## config.mk

```make
export PLATFORM = sky130hd
export DESIGN_NAME = down_cnt_timer
export DESIGN_NICKNAME = d
export VERILOG_FILES = /design/src/rtl/down_cnt_timer_pkg.sv /design/src/rtl/down_cnt_timer_dff_ar.sv /design/src/rtl/down_cnt_timer.sv
export SDC_FILE = /design/constraint.sdc
export NUM_CORES = 1
export LEC_CHECK = 0
export CAP_MARGIN = 15
export CORE_MARGIN = 8
export CORE_UTILIZATION = 45
export DETAILED_ROUTE_END_ITERATION = 8
export GPL_ROUTABILITY_DRIVEN = 0
export PLACE_DENSITY_LB_ADDON = 0.08
export SETUP_SLACK_MARGIN = 0.3
export SKIP_CTS_REPAIR_TIMING = 1
export SLEW_MARGIN = 20
export SYNTH_ARGS = -nofsm -noshare
export SYNTH_HDL_FRONTEND = slang
export SYNTH_SLANG_ARGS = --single-unit
```

## constraint.sdc

```tcl
create_clock -name clk -period 1.8 [get_ports clk]
set_input_delay 0.27 -clock clk [delete_from_list [all_inputs] [get_ports clk]]
set_output_delay 0.27 -clock clk [all_outputs]
set_load 0.05 [all_outputs]
```

## src/rtl/down_cnt_timer_pkg.sv

```systemverilog
// ============================================================================
// Module   : down_cnt_timer_pkg
// Purpose  : Shared state encodings and default width for the down-count timer.
// Revision : 1.0 - initial release
// ============================================================================
`default_nettype none

package down_cnt_timer_pkg;

    localparam int c_default_width = 4;

    typedef enum logic [1:0] {
        S_IDLE = 2'd0,
        S_RUN  = 2'd1,
        S_DONE = 2'd2
    } state_t;

endpackage

`default_nettype wire

```

## src/rtl/down_cnt_timer_dff_ar.sv

```systemverilog
// ============================================================================
// Module   : dff_ar
// Purpose  : W-bit register with asynchronous active-low reset to zero.
// Revision : 1.0 - initial release
// ============================================================================
`default_nettype none

module dff_ar #(
    parameter int W = 1
) (
    input  logic         clk,
    input  logic         rst,
    input  logic [W-1:0] i_d,
    output logic [W-1:0] o_q
);

    always_ff @(posedge clk or negedge rst) begin
        if (!rst) begin
            o_q <= '0;
        end else begin
            o_q <= i_d;
        end
    end

endmodule

`default_nettype wire

```

## src/rtl/down_cnt_timer.sv

```systemverilog
// ============================================================================
// Module   : down_cnt_timer
// Purpose  : Loadable down-counter/timer with terminal-count pulse and
//            optional auto-reload; rst is asynchronous and active-low.
// Revision : 1.0 - initial release
// ============================================================================
`default_nettype none

module down_cnt_timer
    import down_cnt_timer_pkg::*;
#(
    parameter int WIDTH = c_default_width
) (
    input  logic             clk,
    input  logic             rst,
    input  logic             clr,
    input  logic             en,
    input  logic             auto_reload,
    input  logic             load_valid,
    input  logic [WIDTH-1:0] load_val,
    output logic             load_ready,
    output logic [WIDTH-1:0] q,
    output logic             tc,
    output logic             busy
);

    state_t           r_state;
    state_t           w_state_nxt;
    logic             r_tc;
    logic             w_tc_nxt;
    logic [WIDTH-1:0] r_q;
    logic [WIDTH-1:0] w_q_nxt;
    logic [WIDTH-1:0] r_reload;
    logic [WIDTH-1:0] w_reload_nxt;
    logic             w_load_acc;

    assign load_ready = (r_state != S_RUN) && !clr;
    assign w_load_acc = load_valid && load_ready;

    always_comb begin
        w_state_nxt  = r_state;
        w_q_nxt      = r_q;
        w_reload_nxt = r_reload;
        w_tc_nxt     = 1'b0;
        if (clr) begin
            w_state_nxt = S_IDLE;
            w_q_nxt     = '0;
        end else if (w_load_acc) begin
            w_q_nxt      = load_val;
            w_reload_nxt = load_val;
            // An empty load expires at once: straight to DONE with its tc pulse.
            if (load_val != '0) begin
                w_state_nxt = S_RUN;
            end else begin
                w_state_nxt = S_DONE;
                w_tc_nxt    = 1'b1;
            end
        end else if ((r_state == S_RUN) && en) begin
            if (r_q == WIDTH'(1)) begin
                w_tc_nxt = 1'b1;
                if (auto_reload) begin
                    w_q_nxt = r_reload;
                end else begin
                    w_q_nxt     = '0;
                    w_state_nxt = S_DONE;
                end
            end else if (r_q != '0) begin
                w_q_nxt = r_q - WIDTH'(1);
            end
        end
    end

    always_ff @(posedge clk or negedge rst) begin
        if (!rst) begin
            r_state <= S_IDLE;
            r_tc    <= 1'b0;
        end else begin
            r_state <= w_state_nxt;
            r_tc    <= w_tc_nxt;
        end
    end

    dff_ar #(.W(WIDTH)) u_q_reg (
        .clk (clk),
        .rst (rst),
        .i_d (w_q_nxt),
        .o_q (r_q)
    );

    dff_ar #(.W(WIDTH)) u_reload_reg (
        .clk (clk),
        .rst (rst),
        .i_d (w_reload_nxt),
        .o_q (r_reload)
    );

    assign q    = r_q;
    assign tc   = r_tc;
    assign busy = (r_state == S_RUN);

endmodule

`default_nettype wire
```

== After elaboration in Yosys (flattened, before gate mapping) ==
Index checks and enable logic that the tools add are counted.
W data, S select, Z words.

* Memories: 0
* Bits in registers: 11
* Word-level logic and storage cells: 39
* ROM bits: 0
* Input port bits: 10
* Output and inout port bits: 7
* Latch bits: 0
* Memory bits (writable): 0

* Multiply operators: 0
* Order comparisons: 0
* Bitwise logic cells: 1
* Multiplexer cells: 17
* Shift-type cells: 0
* Equal/unequal tests: 4
* Reduce and logical (&&, ||, !) cells: 12
* Div/mod/pow operators: 0
* Add/subtract/negate cells: 1

{| class="wikitable"
|+ Operators by type and width
! cell !! count
|-
| $mux W4 || 6
|-
| $mux W2 || 6
|-
| $reduce_bool A4 Y1 || 3
|-
| $reduce_bool A3 Y1 || 2
|-
| $mux W1 || 5
|-
| $eq A4 B1 Y1 const B || 1
|-
| $reduce_and A2 Y1 || 2
|-
| $sub A4 B1 Y4 const B || 1
|-
| $logic_and A1 B1 Y1 || 3
|-
| $ne A3 B2 Y1 const B || 1
|-
| $reduce_and A3 Y1 || 1
|-
| $eq A2 B1 Y1 const B || 1
|-
| $ne A2 B1 Y1 const B || 1
|-
| $logic_not A1 Y1 || 1
|-
| $not A1 Y1 || 1
|}

== Logic depth before layout (Yosys ltp) ==
* Depth after elaboration: 6
* Mapped depth: 6
* Depth with buffers taken out: 6

== Modules after synthesis ==
Synthesis repeated with hierarchy kept, for this count alone.

* Cell total of the unflattened synthesis: 73
* Area, all modules: 641.9 um^2

{| class="wikitable"
|+ By module, submodules not included
! module !! times used !! sequential area each (um^2) !! cells an instance !! area an instance (um^2)
|-
| down_cnt_timer || 1 || 75.1 || 65 || 441.7
|-
| dff_ar || 2 || 100.1 || 4 || 100.1
|}

== Least setup slack after synthesis ==
No wires, ideal clock.

* Kind: flip-flop to flip-flop
* Start: register u_q_reg.o_q[1]
* End: register u_q_reg.o_q[0]
* Slack: -0.218 ns
* Buffers on the path: 0
* Library setup time: 0.095 ns
* Data required time: 1.705 ns
* Cell stages (with the launch flop): 7
* Period minus slack after synthesis: 2.018 ns
* Arrival: 1.923 ns
* Path through: dfrtp_1 -> inv_1 -> ha_1 -> or4b_4 -> nand3_2 -> a311oi_1 -> o31ai_1

* Longest elaborated chain between the ends: 5
* Elaborated cells between the ends (all ways): 8
* Classes of those cells: eq/ne: 1; mux: 4; reduce/logical: 3

{| class="wikitable"
|+ RTL lines
! what !! RTL line !! RTL
|-
| start, declared || down_cnt_timer_dff_ar.sv:14 || <nowiki>output logic [W-1:0] o_q</nowiki>
|-
| start signal, assigned || down_cnt_timer_dff_ar.sv:21 || <nowiki>o_q <= i_d;</nowiki>
|-
| $eq A4 B1 Y1 || down_cnt_timer.sv:59 || <nowiki>if (r_q == WIDTH'(1)) begin</nowiki>
|-
| $mux W4 || down_cnt_timer.sv:59 ||
|-
| $mux W4 || down_cnt_timer.sv:58 || <nowiki>end else if ((r_state == S_RUN) && en) begin</nowiki>
|-
| $mux W4 || down_cnt_timer.sv:48 || <nowiki>end else if (w_load_acc) begin</nowiki>
|-
| $mux W4 || down_cnt_timer.sv:45 || <nowiki>if (clr) begin</nowiki>
|}

Several ways; a longest one is shown, not always the timed one. The select of a mux whose other input is x is not followed.
A chain may end at the register's enable or synchronous reset.

== Worst setup path in the final report ==
* Start: register u_q_reg.o_q[0]
* End: register u_q_reg.o_q[2]

* Longest elaborated chain between the ends: 6
* Elaborated cells between the ends (all ways): 10
* Classes of those cells: add/sub: 1; eq/ne: 1; mux: 5; reduce/logical: 3

{| class="wikitable"
|+ RTL lines
! what !! RTL line !! RTL
|-
| $sub A4 B1 Y4 || down_cnt_timer.sv:68 || <nowiki>w_q_nxt = r_q - WIDTH'(1);</nowiki>
|-
| $mux W4 || down_cnt_timer.sv:67 || <nowiki>end else if (r_q != '0) begin</nowiki>
|-
| $mux W4 || down_cnt_timer.sv:59 ||
|-
| $mux W4 || down_cnt_timer.sv:58 ||
|-
| $mux W4 || down_cnt_timer.sv:48 ||
|-
| $mux W4 || down_cnt_timer.sv:45 ||
|}

Several ways; a longest one is shown, not always the timed one. The select of a mux whose other input is x is not followed.

==> summary by stage <==
Clock tree
The tree is rooted in a clkbuf_4. CTS built an H-tree with a depth of 1. The sink count of the clock tree is 11. After clock tree synthesis, the clock-pin slew on the worst setup and hold paths is around 0.080 ns.

The clock passes through at most 2 buffers. The clock reaches the later pin of the worst-skew pair after 0.27 ns. TritonCTS created 3 clock buffers. TritonCTS built the clock tree.

Worst setup path
The kind of end point of the critical path is a flip-flop. The endpoint of the worst-slack reg-to-reg timing path is u_q_reg.o_q[2]. Data on the critical path arrives at its endpoint at 1.79 ns. The gate family responsible for the most delay along the worst path is simple AND/OR/NAND/NOR gates. Tracing the worst setup path back leads to its startpoint at u_q_reg.o_q[0]. The destination of the critical timing path is u_q_reg.o_q[2]. In this run the worst path has a maximum fanout of 5. The reg-to-reg critical path startpoint is u_q_reg.o_q[0]. The number of buffers and inverters on the critical path is 1. The cell type of the slowest stage on the worst timing path is or4b_4.

STA classifies the critical path startpoint as a flip-flop. Measured in cells, the most critical reg-to-reg path has a length of 6. The required arrival time at the worst endpoint is 1.94 ns.

The number of logic stages on the critical path including buffering is 6. The maximum cell stage delay along the critical path is 0.51 ns. The critical path is of the flip-flop to flip-flop type.

Walking the worst path, the cells encountered are ha_4 -> or4b_4 -> nand3_4 -> buf_4 -> a211o_1 -> o211ai_1. The register-to-register setup slack is 0.15 ns.

Drt
The starting DRC count in detailed routing is 16. The routed layout has 643 vias. The first detailed-routing pass took 4 iterations. After detailed routing, the number of remaining DRC violations is 0. After detailed routing, the total wire length is roughly 1700 um. The average wire per standard cell is 15.9 um. In the routed layout, each cell is associated on average with a via count of 5.95. The residual antenna-violating net count after detailed routing is 0.

Placement
The pre-CTS setup slack is 0.133 ns. The HPWL after detailed placement is 1300 um. Input and output buffers added on the ports amount to 16.

Global route
The via count of the first global-routing pass is roughly 650. Global routing consumed, over all layers together, between 10% and 20% of the routing resources. The initial antenna violation count was 0. The wire length of the first global-routing pass is 2780 um.

The final global-route overflow total is 0. Entering global routing, the biggest net connects 12 pins.

Finish
The library cell used most frequently in the layout, excluding fill and tap cells, is nand2_1. The number of antenna diodes in the final layout is 0. The post-route netlist has between 30% and 40% of its cells at a drive strength greater than 1. From synthesis to final layout, the design area changed by 55.1%.

In the layout the commonest cells are 12 x nand2_1, 9 x clkdlybuf4s50_1, 9 x buf_4, 9 x dfrtp_1, 6 x nor2_1. The filler cells instantiated in the layout total 91. The net count of the finished layout is ~110.

Die
The die span in x is about 53 um. The area enclosed by the die boundary is 2850 um^2. The height of the die is between 50 and 60 um.

The floorplan core area is between 1000 and 1500 um^2. The initial core utilization is 48.4%. The placement row count is 13. 17 I/O pins were placed.

Pwr
Summed over all cells, the static leakage comes to 0.434 nW. Registers are responsible for between 40% and 50% of the overall power. Dividing total power by cell area gives a power density of between 700 and 800 nW/um^2. VDD sags by at most 0.436 mV. The internal portion of the total power is around 0.48 mW. The share of total power in combinational logic is between 30% and 40%.

The part of the total power dissipated in the clock network is between 20% and 30%. For this design the total switching power over the nets is 0.258 mW. Net switching is 35.0% of the power.

STA
The number of pins with negative max-slew slack in the final report is 0. The final-layout setup total negative slack is 0 ns. Setup repair after global routing could not meet its margin everywhere. The portion of the clock cycle consumed by the worst path in the final layout is 91.6%. The setup skew after layout is 0.00872 ns.

The setup slack of the critical path after layout is between 0.15 and 0.2 ns. The setup-violating endpoint count in the final report is 0. The headroom to the max-slew limit is 65.4%. The smallest clock period supported by the final layout is computed as 1.65 ns. The achievable clock frequency is 0.606 GHz. For the pin with the worst max-slew slack, the measured transition is 0.517 ns. The final hold violation count came to 0.

Worst hold path
The min-delay analysis places its worst path in the category input pin to asynchronous set/reset pin.

Synthesis
The number of distinct library cells after synthesis is 30. Counting every net in the synthesized netlist gives 80. The number of standard cells after synthesis is 68.

For this run, the register share of the synthesized area comes to 43.7%. The number of warnings issued by yosys is 0. The average footprint of a synthesized cell is 9.26 um^2. The post-synthesis register bit count is 11. The post-synthesis instance area is 629 um^2.

Run
Max-cap violations in this run came to 0.

Status
The flow ran to the end, and the final reports show no timing, DRC or antenna violations.
==> worst reg2reg max path, cell delays in order (launching register included) <==
cell	delay (ns)
dfrtp_2	0.45
ha_4	0.19
or4b_4	0.51
nand3_4	0.10
buf_4	0.11
a211o_1	0.08
o211ai_1	0.08
==> kinds of logic after synthesis <==
family	Yosys count	share of synthesized area, %
flip-flops	11	43.7
AND/OR/NAND/NOR	36	32.2
buffers and inverters	4	2.38
AO/OA/AOI/OAI	15	17.7
adder cells (fa/ha/maj)	2	3.98
==> through the flow <==
step | instances | instance area [um^2] | hold WS (ns) | total power, mW | utilization [%]
floorplan | 68 | 671 | -0.0256 | 0.449 | -
finish | 108 | 976 | 0.333 | 0.739 | 75.0
detailed placement | 101 | 875 | 0.471 | 0.543 | 67.2
global placement | 101 | 875 | 0.471 | 0.539 | 67.2
global route | 108 | 976 | 0.389 | 0.776 | 75.0
CTS | 105 | 901 | 0.350 | 0.715 | 69.2
==> state kept, by name, indices dropped and copies added (netlist names) <==
signal,flops
tc,1
u_reload_reg.o_q,4
r_state,2
u_q_reg.o_q,4
==> worst min path at each step <==
stage | from | end | slack [ns] | cells past startpoint
floorplan | rst | r_state[0] | -0.03 | 0
global placement | u_reload_reg.o_q[2] | u_reload_reg.o_q[2] | 0.47 | 2
detailed placement | u_reload_reg.o_q[2] | u_reload_reg.o_q[2] | 0.47 | 2
CTS | rst | u_q_reg.o_q[3] | 0.35 | 1
global route | rst | u_q_reg.o_q[3] | 0.39 | 1
finish | rst | u_q_reg.o_q[3] | 0.33 | 1
==> cell usage after synthesis <==
| master | n | share of area (%) |
|---|---|---|
| nand2_1 | 12 | 7.2 |
| dfrtp_1 | 11 | 44 |
| nor2_1 | 7 | 4.2 |
| inv_1 | 3 | 1.8 |
| a311oi_1 | 2 | 2.8 |
| ha_1 | 2 | 4.0 |
| nand3_1 | 2 | 1.6 |
| nand3b_1 | 2 | 2.4 |
| nor3_1 | 2 | 1.6 |
| nor3b_2 | 2 | 4.0 |
| o21ai_0 | 2 | 1.6 |
| o31ai_1 | 2 | 2.4 |
| or3_1 | 2 | 2.0 |
| a211o_1 | 1 | 1.4 |
| a211oi_1 | 1 | 1.2 |
| a21o_1 | 1 | 1.2 |
| a21oi_1 | 1 | 0.79 |
| a22o_1 | 1 | 1.4 |
| a31oi_1 | 1 | 0.99 |
| and2_1 | 1 | 0.99 |
| inv_2 | 1 | 0.60 |
| nand2b_1 | 1 | 0.99 |
| nand3_2 | 1 | 1.6 |
| nor2b_1 | 1 | 0.99 |
| o211ai_1 | 1 | 1.2 |
| o31a_1 | 1 | 1.4 |
| o32ai_1 | 1 | 1.4 |
| or3b_2 | 1 | 1.4 |
| or4_1 | 1 | 1.2 |
| or4b_4 | 1 | 2.2 |
==> power groups by stage <==
stage	combinational, mW	sequential, mW	clock (mW)
5_1_grt	0.282	0.310	0.184
3_3_place_gp	0.233	0.307	0
3_5_place_dp	0.235	0.308	0
4_1_cts	0.237	0.303	0.175
6_report	0.262	0.305	0.172
2_1_floorplan	0.115	0.333	0
==> routing by layer <==
layer | GRT usage (%) | vias to the layer above | wire (um)
li1 | - | 300 | -
met1 | 15.6 | 321 | 762
met2 | 20.7 | 17 | 816
met3 | 3.92 | 5 | 105
met4 | 5.04 | 0 | 31
met5 | 0 | - | 0
==> final cells by class <==
class / count / area, um^2 / area share [%]
Inverter: 4 / 17.5 / 1.79
Tap cell: 15 / 18.8 / 1.92
Multi-Input combinational cell: 53 / 425 / 43.6
Timing Repair Buffer: 21 / 210 / 21.5
Sequential cell: 11 / 278 / 28.5
Clock buffer: 4 / 26.3 / 2.69
Note: power is estimated with default switching activity, not from simulation.
